[src/rtl/pipe_ctrl_pkg.sv]
// Shared types and constants for the pipeline stall/flush controller.
// Imported by the controller top and its hazard comparator.
package pipe_ctrl_pkg;

  typedef enum logic [1:0] {
    IDLE  = 2'd0,
    WAIT  = 2'd1,
    ABORT = 2'd2
  } mem_state_t;

  localparam int unsigned WAIT_W = 10;

  // Control values a bubbled MEM/WB register loads in place of the real ones
  localparam logic NOP_REGWRITE = 1'b0;
  localparam logic NOP_MEMTOREG = 1'b0;

  function automatic logic is_mem_op(logic rd, logic wr);
    return rd | wr;
  endfunction

endpackage

[src/rtl/pipe_stall_ctrl_hazard.sv]
// Load-use hazard compare between the EX-stage load and ID-stage sources.
// Purely combinational; x0 never creates a dependency.
module hazard_detect
  import pipe_ctrl_pkg::*;
(
  input  logic       memread,
  input  logic [4:0] rd,
  input  logic [4:0] rs1,
  input  logic [4:0] rs2,
  output logic       hazard
);

  logic rd_nz;
  logic src_hit;

  assign rd_nz   = |rd;
  assign src_hit = (rd == rs1) | (rd == rs2);
  assign hazard  = memread & rd_nz & src_hit;

endmodule

[src/rtl/pipe_stall_ctrl.sv]
// Stall/flush controller: data-memory handshake FSM with watchdog,
// load-use bubbles, branch flush and a saturating stall counter.
module pipe_stall_ctrl
  import pipe_ctrl_pkg::*;
#(
  parameter int TIMEOUT = 64,
  parameter int CNT_W   = 16
) (
  input  logic             clk_i,
  input  logic             rst_i,
  input  logic             ex_mem_memread_i,
  input  logic             ex_mem_memwrite_i,
  input  logic             dmem_ack_i,
  output logic             dmem_req_o,
  input  logic             id_ex_memread_i,
  input  logic [4:0]       id_ex_rd_i,
  input  logic [4:0]       if_id_rs1_i,
  input  logic [4:0]       if_id_rs2_i,
  input  logic             branch_taken_i,
  output logic             pc_write_o,
  output logic             if_id_write_o,
  output logic             if_id_flush_o,
  output logic             id_ex_bubble_o,
  output logic             ex_mem_hold_o,
  output logic             mem_wb_bubble_o,
  output logic             err_o,
  input  logic             stat_clr_i,
  output logic [CNT_W-1:0] stall_cnt_o
);

  localparam logic [WAIT_W-1:0] LAST = WAIT_W'(TIMEOUT - 1);

  mem_state_t        state;
  logic [WAIT_W-1:0] wait_cnt;
  logic              memop;
  logic              hold;
  logic              timeout;
  logic              hz;
  logic              lu;

  assign memop = is_mem_op(ex_mem_memread_i, ex_mem_memwrite_i);

  hazard_detect u_hazard (
    .memread (id_ex_memread_i),
    .rd      (id_ex_rd_i),
    .rs1     (if_id_rs1_i),
    .rs2     (if_id_rs2_i),
    .hazard  (hz)
  );

  always_comb begin
    hold       = 1'b0;
    dmem_req_o = 1'b0;
    unique case (state)
      IDLE: begin
        dmem_req_o = memop;
        hold       = memop & ~dmem_ack_i;
      end
      WAIT: begin
        dmem_req_o = 1'b1;
        hold       = ~dmem_ack_i;
      end
      default: begin
        dmem_req_o = 1'b0;
        hold       = 1'b0;
      end
    endcase
  end

  assign timeout = (state == WAIT) & ~dmem_ack_i & (wait_cnt == LAST);
  assign lu      = hz & ~hold;

  assign pc_write_o      = ~(hold | lu);
  assign if_id_write_o   = ~(hold | lu);
  assign id_ex_bubble_o  = lu;
  assign if_id_flush_o   = branch_taken_i & ~hold & ~lu;
  assign ex_mem_hold_o   = hold;
  // An abort squashes the load's writeback, so it bubbles like a hold
  assign mem_wb_bubble_o = hold | (state == ABORT);

  always_ff @(posedge clk_i or negedge rst_i) begin
    if (!rst_i) begin
      state    <= IDLE;
      wait_cnt <= '0;
    end else begin
      unique case (state)
        IDLE: begin
          if (memop & ~dmem_ack_i) begin
            state    <= WAIT;
            wait_cnt <= WAIT_W'(1);
          end
        end
        WAIT: begin
          if (dmem_ack_i) begin
            state    <= IDLE;
            wait_cnt <= '0;
          end else if (timeout) begin
            state    <= ABORT;
            wait_cnt <= '0;
          end else begin
            wait_cnt <= wait_cnt + WAIT_W'(1);
          end
        end
        default: begin
          state    <= IDLE;
          wait_cnt <= '0;
        end
      endcase
    end
  end

  always_ff @(posedge clk_i or negedge rst_i) begin
    if (!rst_i) begin
      err_o       <= 1'b0;
      stall_cnt_o <= '0;
    end else begin
      if (stat_clr_i) begin
        err_o       <= 1'b0;
        stall_cnt_o <= '0;
      end else begin
        if (timeout)
          err_o <= 1'b1;
        if (!pc_write_o && stall_cnt_o != '1)
          stall_cnt_o <= stall_cnt_o + CNT_W'(1);
      end
    end
  end

endmodule

[config.mk]
export PLATFORM = sky130hd
export DESIGN_NAME = pipe_stall_ctrl
export DESIGN_NICKNAME = d
export VERILOG_FILES = /design/src/rtl/pipe_ctrl_pkg.sv /design/src/rtl/pipe_stall_ctrl_hazard.sv /design/src/rtl/pipe_stall_ctrl.sv
export SDC_FILE = /design/constraint.sdc
export NUM_CORES = 1
export LEC_CHECK = 0
export CORE_ASPECT_RATIO = 1.25
export CORE_MARGIN = 2
export CORE_UTILIZATION = 30
export CTS_CLUSTER_DIAMETER = 200
export DETAILED_ROUTE_END_ITERATION = 6
export HOLD_SLACK_MARGIN = 0.03
export PLACE_DENSITY = 0.56
export RECOVER_POWER = 100
export SYNTH_ARGS = -nofsm -noshare
export SYNTH_HDL_FRONTEND = slang
export SYNTH_HIERARCHICAL = 1
export SYNTH_SLANG_ARGS = --single-unit
[constraint.sdc]
create_clock -name clk_i -period 2.86 [get_ports clk_i]
set_input_delay 0.572 -clock clk_i [delete_from_list [all_inputs] [get_ports clk_i]]
set_output_delay 0.572 -clock clk_i [all_outputs]
set_load 0.01 [all_outputs]
# ---- Word-level counts from Yosys, hierarchy flattened
# Index checks and enable logic that the tools add are counted.
dict set report word_totals {
  input_bits 23
  romBits 0
  latchBits 0
  mem_bits_rw 0
  n_memories 0
  regBits 29
}
dict set report op_classes {
  multipliers 0
  muxes 14
  eq_ne 8
  reduce_logical 6
  bitwise 16
  addsub 2
  n_div 0
  shifts 0
  magnitude_cmp 0
}
# op n
set op_table {}
lappend op_table {{2-to-1 mux 16 bit} 2}
lappend op_table {{2-to-1 mux 10 bit} 3}
lappend op_table {{one-hot mux 10 bit (2 select lines)} 1}
lappend op_table {{adder 16 x 1 -> 16 bit, second input constant} 1}
lappend op_table {{!= test 16 bit, second input constant} 1}
lappend op_table {{adder 10 x 1 -> 10 bit, second input constant} 1}
lappend op_table {{== test 10 x 6 -> 1 bit, second input constant} 1}
lappend op_table {{== test 5 bit} 2}
lappend op_table {{bitwise AND 1 bit} 8}
lappend op_table {{2-to-1 mux 2 bit} 3}
lappend op_table {{OR reduction 5 bit} 1}
lappend op_table {{inverter 1 bit} 4}
lappend op_table {{bitwise OR 1 bit} 4}
lappend op_table {{one-hot mux 1 bit (2 select lines)} 2}
lappend op_table {{one-hot mux 2 bit (2 select lines)} 1}
lappend op_table {{nonzero test 2 bit} 2}
lappend op_table {{!= test 3 bit, second input constant} 1}
lappend op_table {{== test 2 x 1 -> 1 bit, second input constant} 1}
lappend op_table {{== test 2 bit, second input constant} 1}
lappend op_table {{logical NOT 2 bit} 1}
lappend op_table {{2-to-1 mux 1 bit} 2}
lappend op_table {{!= test 2 bit, second input constant} 1}
lappend op_table {{AND reduction 2 bit} 1}
lappend op_table {{logical AND 1 bit} 1}

# ---- Depth between registers and ports, before layout
# Gate-level depths: netlist of the first run.
dict set report depth {
  word_depth 9
  ltp_mapped 9
}

# ---- Cells and area by module
# The synthesis of the first run kept the hierarchy.
# module instances cells_each area_per_inst_um2 seq_area_each_um2
set modules_own_cells {}
lappend modules_own_cells {pipe_stall_ctrl 1 165 1549.0 725.7}
lappend modules_own_cells {hazard_detect 1 17 125.1 0.0}

# ---- Worst setup path before layout of the first run
# Ideal clock, no wire load.
dict set report synth_path {
  path_type {input -> output}
  startpoint {input port id_ex_rd_i[1]}
  endpoint {output port if_id_flush_o}
  arrival_time_ns 2.010
  setup_slack_ns 0.278
  n_path_buf 0
  path_stages 5
  cell_sequence {or4_1 > o21ai_1 > a21oi_1 > a21oi_1 > and2_1}
}
dict set report synth_between {
  elab_chain_len 6
  word_cells_on_any_way 9
  classes_between {eq/ne: 2; bitwise: 6; reduce/logical: 1}
}
# item line
set synth_rtl {}
lappend synth_rtl {{from (decl)} pipe_stall_ctrl.sv:16} ;# input logic [4:0] id_ex_rd_i,
lappend synth_rtl {{== test 5 bit or OR reduction 5 bit (tied branches)} {pipe_stall_ctrl_hazard.sv:17, pipe_stall_ctrl_hazard.sv:16}}
lappend synth_rtl {{bitwise OR 1 bit or bitwise AND 1 bit (tied branches)} {pipe_stall_ctrl_hazard.sv:17, pipe_stall_ctrl_hazard.sv:18}}
lappend synth_rtl {{bitwise AND 1 bit (*)} pipe_stall_ctrl_hazard.sv:18} ;# assign hazard = memread & rd_nz & src_hit;
lappend synth_rtl {{via hz} pipe_stall_ctrl.sv:38} ;# logic hz;
lappend synth_rtl {{bitwise AND 1 bit (*)} pipe_stall_ctrl.sv:71} ;# assign lu = hz & ~hold;
lappend synth_rtl {{inverter 1 bit (*)} pipe_stall_ctrl.sv:76} ;# assign if_id_flush_o = branch_taken_i & ~hold & ~lu;
lappend synth_rtl {{bitwise AND 1 bit (*)} pipe_stall_ctrl.sv:76}
lappend synth_rtl {{to (decl)} pipe_stall_ctrl.sv:22} ;# output logic if_id_flush_o,
# The timed path passes the listed nets; every way through them passes the cells marked *.

# ---- Worst setup path after layout of the first run
dict set report layout_path {
  startpoint {input port id_ex_rd_i[1]}
  endpoint {output port id_ex_bubble_o}
}
dict set report layout_between {
  elab_chain_len 4
  word_cells_on_any_way 7
  classes_between {eq/ne: 2; bitwise: 4; reduce/logical: 1}
}
# item line
set layout_rtl {}
lappend layout_rtl {{== test 5 bit or OR reduction 5 bit (tied branches)} {pipe_stall_ctrl_hazard.sv:17, pipe_stall_ctrl_hazard.sv:16}}
lappend layout_rtl {{bitwise OR 1 bit or bitwise AND 1 bit (tied branches)} {pipe_stall_ctrl_hazard.sv:17, pipe_stall_ctrl_hazard.sv:18}}
lappend layout_rtl {{bitwise AND 1 bit (*)} pipe_stall_ctrl_hazard.sv:18}
lappend layout_rtl {{via hz} pipe_stall_ctrl.sv:38}
lappend layout_rtl {{bitwise AND 1 bit (*)} pipe_stall_ctrl.sv:71}
lappend layout_rtl {{to (decl)} pipe_stall_ctrl.sv:23} ;# output logic id_ex_bubble_o,
# Marked as above.

==> results of run 1 <==
## flip-flops by register name, summed over array words and instances, names as in the netlist
name,cells
stall_cnt_o,16
wait_cnt,10
state,2
err_o,1
## cell families (layout without fill, tap and decap cells)
group                      Yosys count  after routing  share of synthesized area
and+or+nand+nor                     88             88                     0.2668
adders and majority gates            2              2                    0.01495
DFF                                 29             29                     0.4335
AOI/OAI and AO/OA                   26             26                     0.1061
xor gates and xnor gates            26             26                     0.1360
muxes                                3              3                    0.01794
buffers and inverters                8             73                    0.02466
## through the flow
step	worst slack [ns]	util	power, mW	hold slack (ns)	std cells
global route	-0.002652	0.4468	1.006	0.5680	311
global placement	-0.3826	0.4243	0.6187	0.5191	302
floorplan	0.2779	-	0.5222	0.2764	182
finish	0.06234	0.4468	0.9519	0.5136	311
detailed placement	-0.4341	0.4243	0.6198	0.5222	302
CTS	0.001838	0.4431	0.9704	0.5377	309
## metal layers
layer | part of all wire | wire length, µm
met4 | 0.011 | 44
met1 | 0.44 | 1810
met5 | 0 | 0
met3 | 0.042 | 175
met2 | 0.51 | 2118
## where the power goes
part	total, mW	internal [mW]	switching, mW
clock	0.345	0.191	0.154
sequential	0.447	0.424	0.0223
combinational	0.161	0.0818	0.0790
## cells in the final DEF, fill, tap and decap left out, types with 4 or more instances in the layout
cell type | netlist | layout
xnor2_1 | 8 | 8
clkdlybuf4s50_1 | 0 | 19
a211oi_1 | 5 | 5
nand3_1 | 16 | 16
clkbuf_8 | 0 | 6
dlygate4sd3_1 | 0 | 20
xor2_1 | 18 | 18
buf_4 | 1 | 12
o21ai_0 | 7 | 7
nor3_1 | 6 | 5
nand2_1 | 12 | 12
clkbuf_1 | 1 | 5
nor2_1 | 28 | 28
dfrtp_1 | 29 | 29
inv_1 | 4 | 4
nand4_1 | 5 | 5
## layout make-up
cell class,count,area (µm²),area share
tap,64,80.08,0.03316
timing repair buffer,62,563.0,0.2332
inverter,4,15.01,0.006218
sequential,29,725.7,0.3005
multi-input combinational,145,944.7,0.3912
clock buffer,7,86.33,0.03575
## worst max-delay path by stage
stage / startpoint / end / cells after the start
3_5_place_dp: id_ex_rd_i[1] / if_id_flush_o / 7
4_1_cts: id_ex_rd_i[1] / if_id_flush_o / 7
5_1_grt: id_ex_rd_i[1] / pc_write_o / 6
2_1_floorplan: id_ex_rd_i[1] / if_id_flush_o / 5
6_report: id_ex_rd_i[1] / id_ex_bubble_o / 7
3_3_place_gp: id_ex_rd_i[1] / if_id_flush_o / 7
## timing repair
action / CTS / global route
pin swaps: 3 / 8
gates resized for setup: 12 / 12
buffers inserted: 0 / 2
cloned: 0 / 0
setup endpoints to repair: 6 / 9
## critical path, delay by kind of cell
family	cells	cell delay, ns
AND/OR/NAND/NOR	2	0.66
buffers and inverters	3	0.78
AO/OA/AOI/OAI	2	0.21
==> impl_metrics.yaml, run 1 <==
critical_path:
  crit_fanout: 3
  worst_setup_path_start_kind: "input pin"
  r2r_setup_slack_ns: 0.71
  critPathCaptureType: "primary output"
  max_stage_delay_ns: 0.54
  cp_slowest_cell: "or4_4"
  regToRegEndpoint: "stall_cnt_o[7]$_DFFE_PN0P_"
  worstPathRequired_ns: 2.29
  crit_arrival_ns: 2.23
  r2r_cells: 6
  crit_chain: "clkdlybuf4s50_1 -> or4_4 -> o21ai_2 -> a21oi_2 -> buf_4 -> and2_1 -> clkdlybuf4s15_2"
  path_class: "in -> out"
  r2r_start: "stall_cnt_o[0]$_DFFE_PN0P_"
placed_design:
  dp_hpwl_um: 3086
  place_area_um2: 2293
  routabilityCongestion: 0.7754
  io_buffers: 46
global_route:
  grt.busiest_layer: "met2"
  antenna_found_initial: 0
  grt_max_degree: 30
  grt_use_total: 0.1451
  use_met3: 0.04167
  grt_util_met1: 0.1717
  grt_pass1_wl_um: 7100
  met2_usage: 0.2532
  overflow: 0
  grt_pass1_vias: 1540
yosys:
  syn-mean-instance-area_um2: 9.198
  synthDistinctLibCells: 39
  netlist_area_um2: 1674
  async_flop_share: 1.000
  syn-num-nets: 207
  synth_seq_cells: 29
  seq_area_frac_synth: 0.4335
  yosys-top-cells-area: "dfrtp_1 (43%), xor2_1 (9.4%), nor2_1 (6.3%), nand3_1 (4.8%), xnor2_1 (4.2%)"
  synthTopCellsByCount: "dfrtp_1 (29), nor2_1 (28), xor2_1 (18), nand3_1 (16), nand2_1 (12)"
  synth-edff-count: 0
  synth_cells: 182
  synth_top_area_frac: 0.4335
  yosysTopAreaCell: "dfrtp_1"
  yosysMostFrequentCell: "dfrtp_1"
  synth_ff_type: "dfrtp_1"
  ys_warn_count: 6
worst_hold_path:
  hp-start: "err_o$_DFFE_PN0P_"
  hold_end: "err_o$_DFFE_PN0P_"
  hp-class: "reg -> reg"
  holdPathStages: 2
final_layout:
  drive_above_1_share: 0.1336
  antenna_cells: 0
  fill_cells: 578
  nNetsFinal: 272
  final_area_um2: 2415
  area_growth_pct: 44.25
cts:
  cts_tree: "built"
  clock_path_buffers: 2
  cts_sinks: 29
  clk-insertion-delay-late_ns: 0.28
  cts_root_buffer: "clkbuf_8"
  cts_buffers: 5
  cts_htree_levels: 2
  path_clk_slew_ns: 0.06
  holdBufCountCts: 0
power:
  ir_drop_mv: 0.2818
  leakage_nw: 1.066
  p_per_area_nw_per_um2: 394.2
routing:
  wl_um: 4149
  vias: 1533
  drtPass1Iterations: 4
  avgRoutedWirePerCell_um: 13.34
  ant_nets: 0
  vias_per_cell: 4.929
  remaining_drc_errors: 0
  drtIter0Drc: 66
sta:
  fmax_mhz: 357.4
  finalSetupViolations: 0
  fin_skew_ns: 0.004270
  min_period_ns: 2.798
  worst_pin_slew_ns: 1.615
  slew_violations: 30
  rsz0062_at_grt: "yes"
  final.setup.tns_ns: 0
  min_period_over_period: 0.9782
  hold_viol_final: 0
  relSlewSlack: -0.07673
floorplanning:
  fp.dieH_um: 87.52
  dieArea_um2: 6198
  core_um2: 5405
  placement_rows: 30
  num_io_pins: 47
  start_util: 0.3097
  dieWidth_um: 70.82
outcome:
  outcome: "finished, violations left"
  violations: "capacitance limit, slew limit"
job:
  max_cap_viol_count: 1
Power figures use the tool's default switching activity.
==> run 2: changes to the inputs <==
Settings changed: PLACE_DENSITY 0.56 to 0.58, REMOVE_ABC_BUFFERS from default to 1.
Clock period 2.86 ns to 2.3 ns, I/O delays scaled along.
==> impl_metrics.yaml, run 2 (synthesis gave the netlist of run 1 again) <==
sta:
  finalSetupViolations: 0
  fmax_mhz: 439.8
  min_period_over_period: 0.9885
  setup_slack_ns: 0.02636
  relSlewSlack: 0.4930
  slew_violations: 0
  fin_skew_ns: 0.004567
  rsz0062_at_grt: "yes"
  min_period_ns: 2.274
  worst_pin_slew_ns: 0.7581
  hold_viol_final: 0
floorplanning:
  num_io_pins: 47
  dieArea_um2: 6198
  start_util: 0.3097
  dieWidth_um: 70.82
  placement_rows: 30
  fp.dieH_um: 87.52
  core_um2: 5405
final_layout:
  nNetsFinal: 277
  mostFrequentLayoutCells: "dfrtp_1 (29), nor2_1 (27), xor2_1 (18), dlygate4sd3_1 (18), buf_4 (16)"
  antenna_cells: 0
  drive_above_1_share: 0.2332
  final_common_cell: "dfrtp_1"
  area_growth_pct: 52.24
  final_util: 0.4715
  layout.cells.non_filler: 317
  fill_cells: 526
  reg_top3: "stall_cnt_o x16, wait_cnt x10, state x2"
  regMostFlops: "stall_cnt_o"
  largest_register_ffs: 16
cts:
  clock_path_buffers: 2
  cts_root_buffer: "clkbuf_8"
  clk-insertion-delay-late_ns: 0.29
  cts_sinks: 29
  cts_htree_levels: 2
  cts_tree: "built"
  holdBufCountCts: 0
  cts_buffers: 5
  path_clk_slew_ns: 0.06
routing:
  wl_met2_um: 2193
  top_layer: "met4"
  avgRoutedWirePerCell_um: 13.55
  wl_met1_um: 1795
  drtIter0Drc: 54
  ant_nets: 0
  drtPass1Iterations: 2
  vias: 1564
  wl_um: 4295
  met3_length_um: 247
  remaining_drc_errors: 0
  vias_per_cell: 4.934
critical_path:
  r2r_setup_slack_ns: 0.27
  r2r_cells: 6
  critPathCaptureType: "primary output"
  worst_setup_path_start_kind: "input pin"
  cp_slowest_cell: "or4_4"
  r2r_start: "stall_cnt_o[0]$_DFFE_PN0P_"
  worstPathRequired_ns: 1.84
  crit_arrival_ns: 1.81
  max_stage_delay_ns: 0.52
  regToRegEndpoint: "stall_cnt_o[7]$_DFFE_PN0P_"
  crit_chain: "buf_6 -> or4_4 -> o21ai_2 -> a21oi_2 -> buf_4 -> a21oi_4 -> and2_1 -> buf_2"
  crit_fanout: 3
  path_class: "in -> out"
power:
  ir_drop_mv: 0.3014
  leakage_nw: 1.135
  p_per_area_nw_per_um2: 471.0
job:
  max_cap_viol_count: 0
worst_hold_path:
  hold_end: "err_o$_DFFE_PN0P_"
  hp-class: "reg -> reg"
  hp-start: "err_o$_DFFE_PN0P_"
  holdPathStages: 2
placed_design:
  dp_hpwl_um: 3027
  io_buffers: 46
  preCtsSetupSlack_ns: -0.7440
  routabilityCongestion: 0.7885
  dp.cells: 305
global_route:
  overflow: 0
  grt_pass1_wl_um: 7079
  grt_pass1_vias: 1551
  antenna_found_initial: 0
  grt_use_total: 0.1444
  grt_max_degree: 30
outcome:
  outcome: "complete, no violations"
run 2: cell count changes in the layout (fill, tap and decap cells not counted), sizes merged:
cell / delta
buf: +13
clkbuf: -3
clkdlybuf4s15: +4
clkdlybuf4s50: -13
clkinv: +2
clkinvlp: +1
dlygate4sd2: +4
dlygate4sd3: -2
run 2: where the power goes:
group,internal [mW],switching (mW)
clock,0.208,0.209
combinational,0.118,0.116
sequential,0.528,0.0211
run 2: critical path: cells and delay by family:
family,cells,cell delay (ns)
AOI/OAI and AO/OA,3,0.35
and+or+nand+nor,2,0.66
buffers and inverters,3,0.34
run 2: worst max-delay path by stage:
stage	startpoint	endpoint	slack, ns	cells past startpoint
final	id_ex_rd_i[1]	if_id_flush_o	0.03	8
after global routing	id_ex_rd_i[1]	if_id_flush_o	-0.05	8
after CTS	id_ex_rd_i[2]	if_id_flush_o	-0.004	8
after detailed placement	id_ex_rd_i[1]	if_id_flush_o	-0.74	7
after global placement	id_ex_rd_i[4]	stall_cnt_o[13]$_DFFE_PN0P_	-0.70	12
after floorplan	id_ex_rd_i[1]	if_id_flush_o	-0.17	5
run 2: routing by layer:
metal / vias up / track usage
li1: 783 / -
met1: 749 / 0.1675
met2: 25 / 0.2481
met3: 7 / 0.04745
met4: 0 / 0.05489
met5: - / 0
run 2: layout make-up:
| class | count | area, µm² | area share |
|---|---|---|---|
| Multi-Input combinational cell | 145 | 1031 | 0.4045 |
| Sequential cell | 29 | 725.7 | 0.2847 |
| Timing Repair Buffer | 67 | 610.6 | 0.2396 |
| Tap cell | 64 | 80.08 | 0.03142 |
| Clock buffer | 5 | 68.82 | 0.02700 |
| Clock inverter | 3 | 17.52 | 0.006873 |
| Inverter | 4 | 15.01 | 0.005891 |
run 2: what timing repair did:
| action | CTS | global route |
|---|---|---|
| resized for setup | 61 | 29 |
| buffers inserted | 4 | 1 |
| setup endpoints to repair | 18 | 15 |
| pin swaps | 15 | 17 |
run 2: through the flow:
stage / hold WS [ns] / power, mW / cell area, µm² / setup TNS, ns
after global routing: 0.5356 / 1.267 / 2549 / -0.1074
final: 0.5120 / 1.200 / 2549 / 0
after floorplan: 0.1644 / 0.6434 / 1648 / -0.2132
after CTS: 0.5191 / 1.212 / 2456 / -0.004461
after detailed placement: 0.5036 / 0.7776 / 2316 / -10.06
after global placement: 0.5001 / 0.7777 / 2316 / -9.600
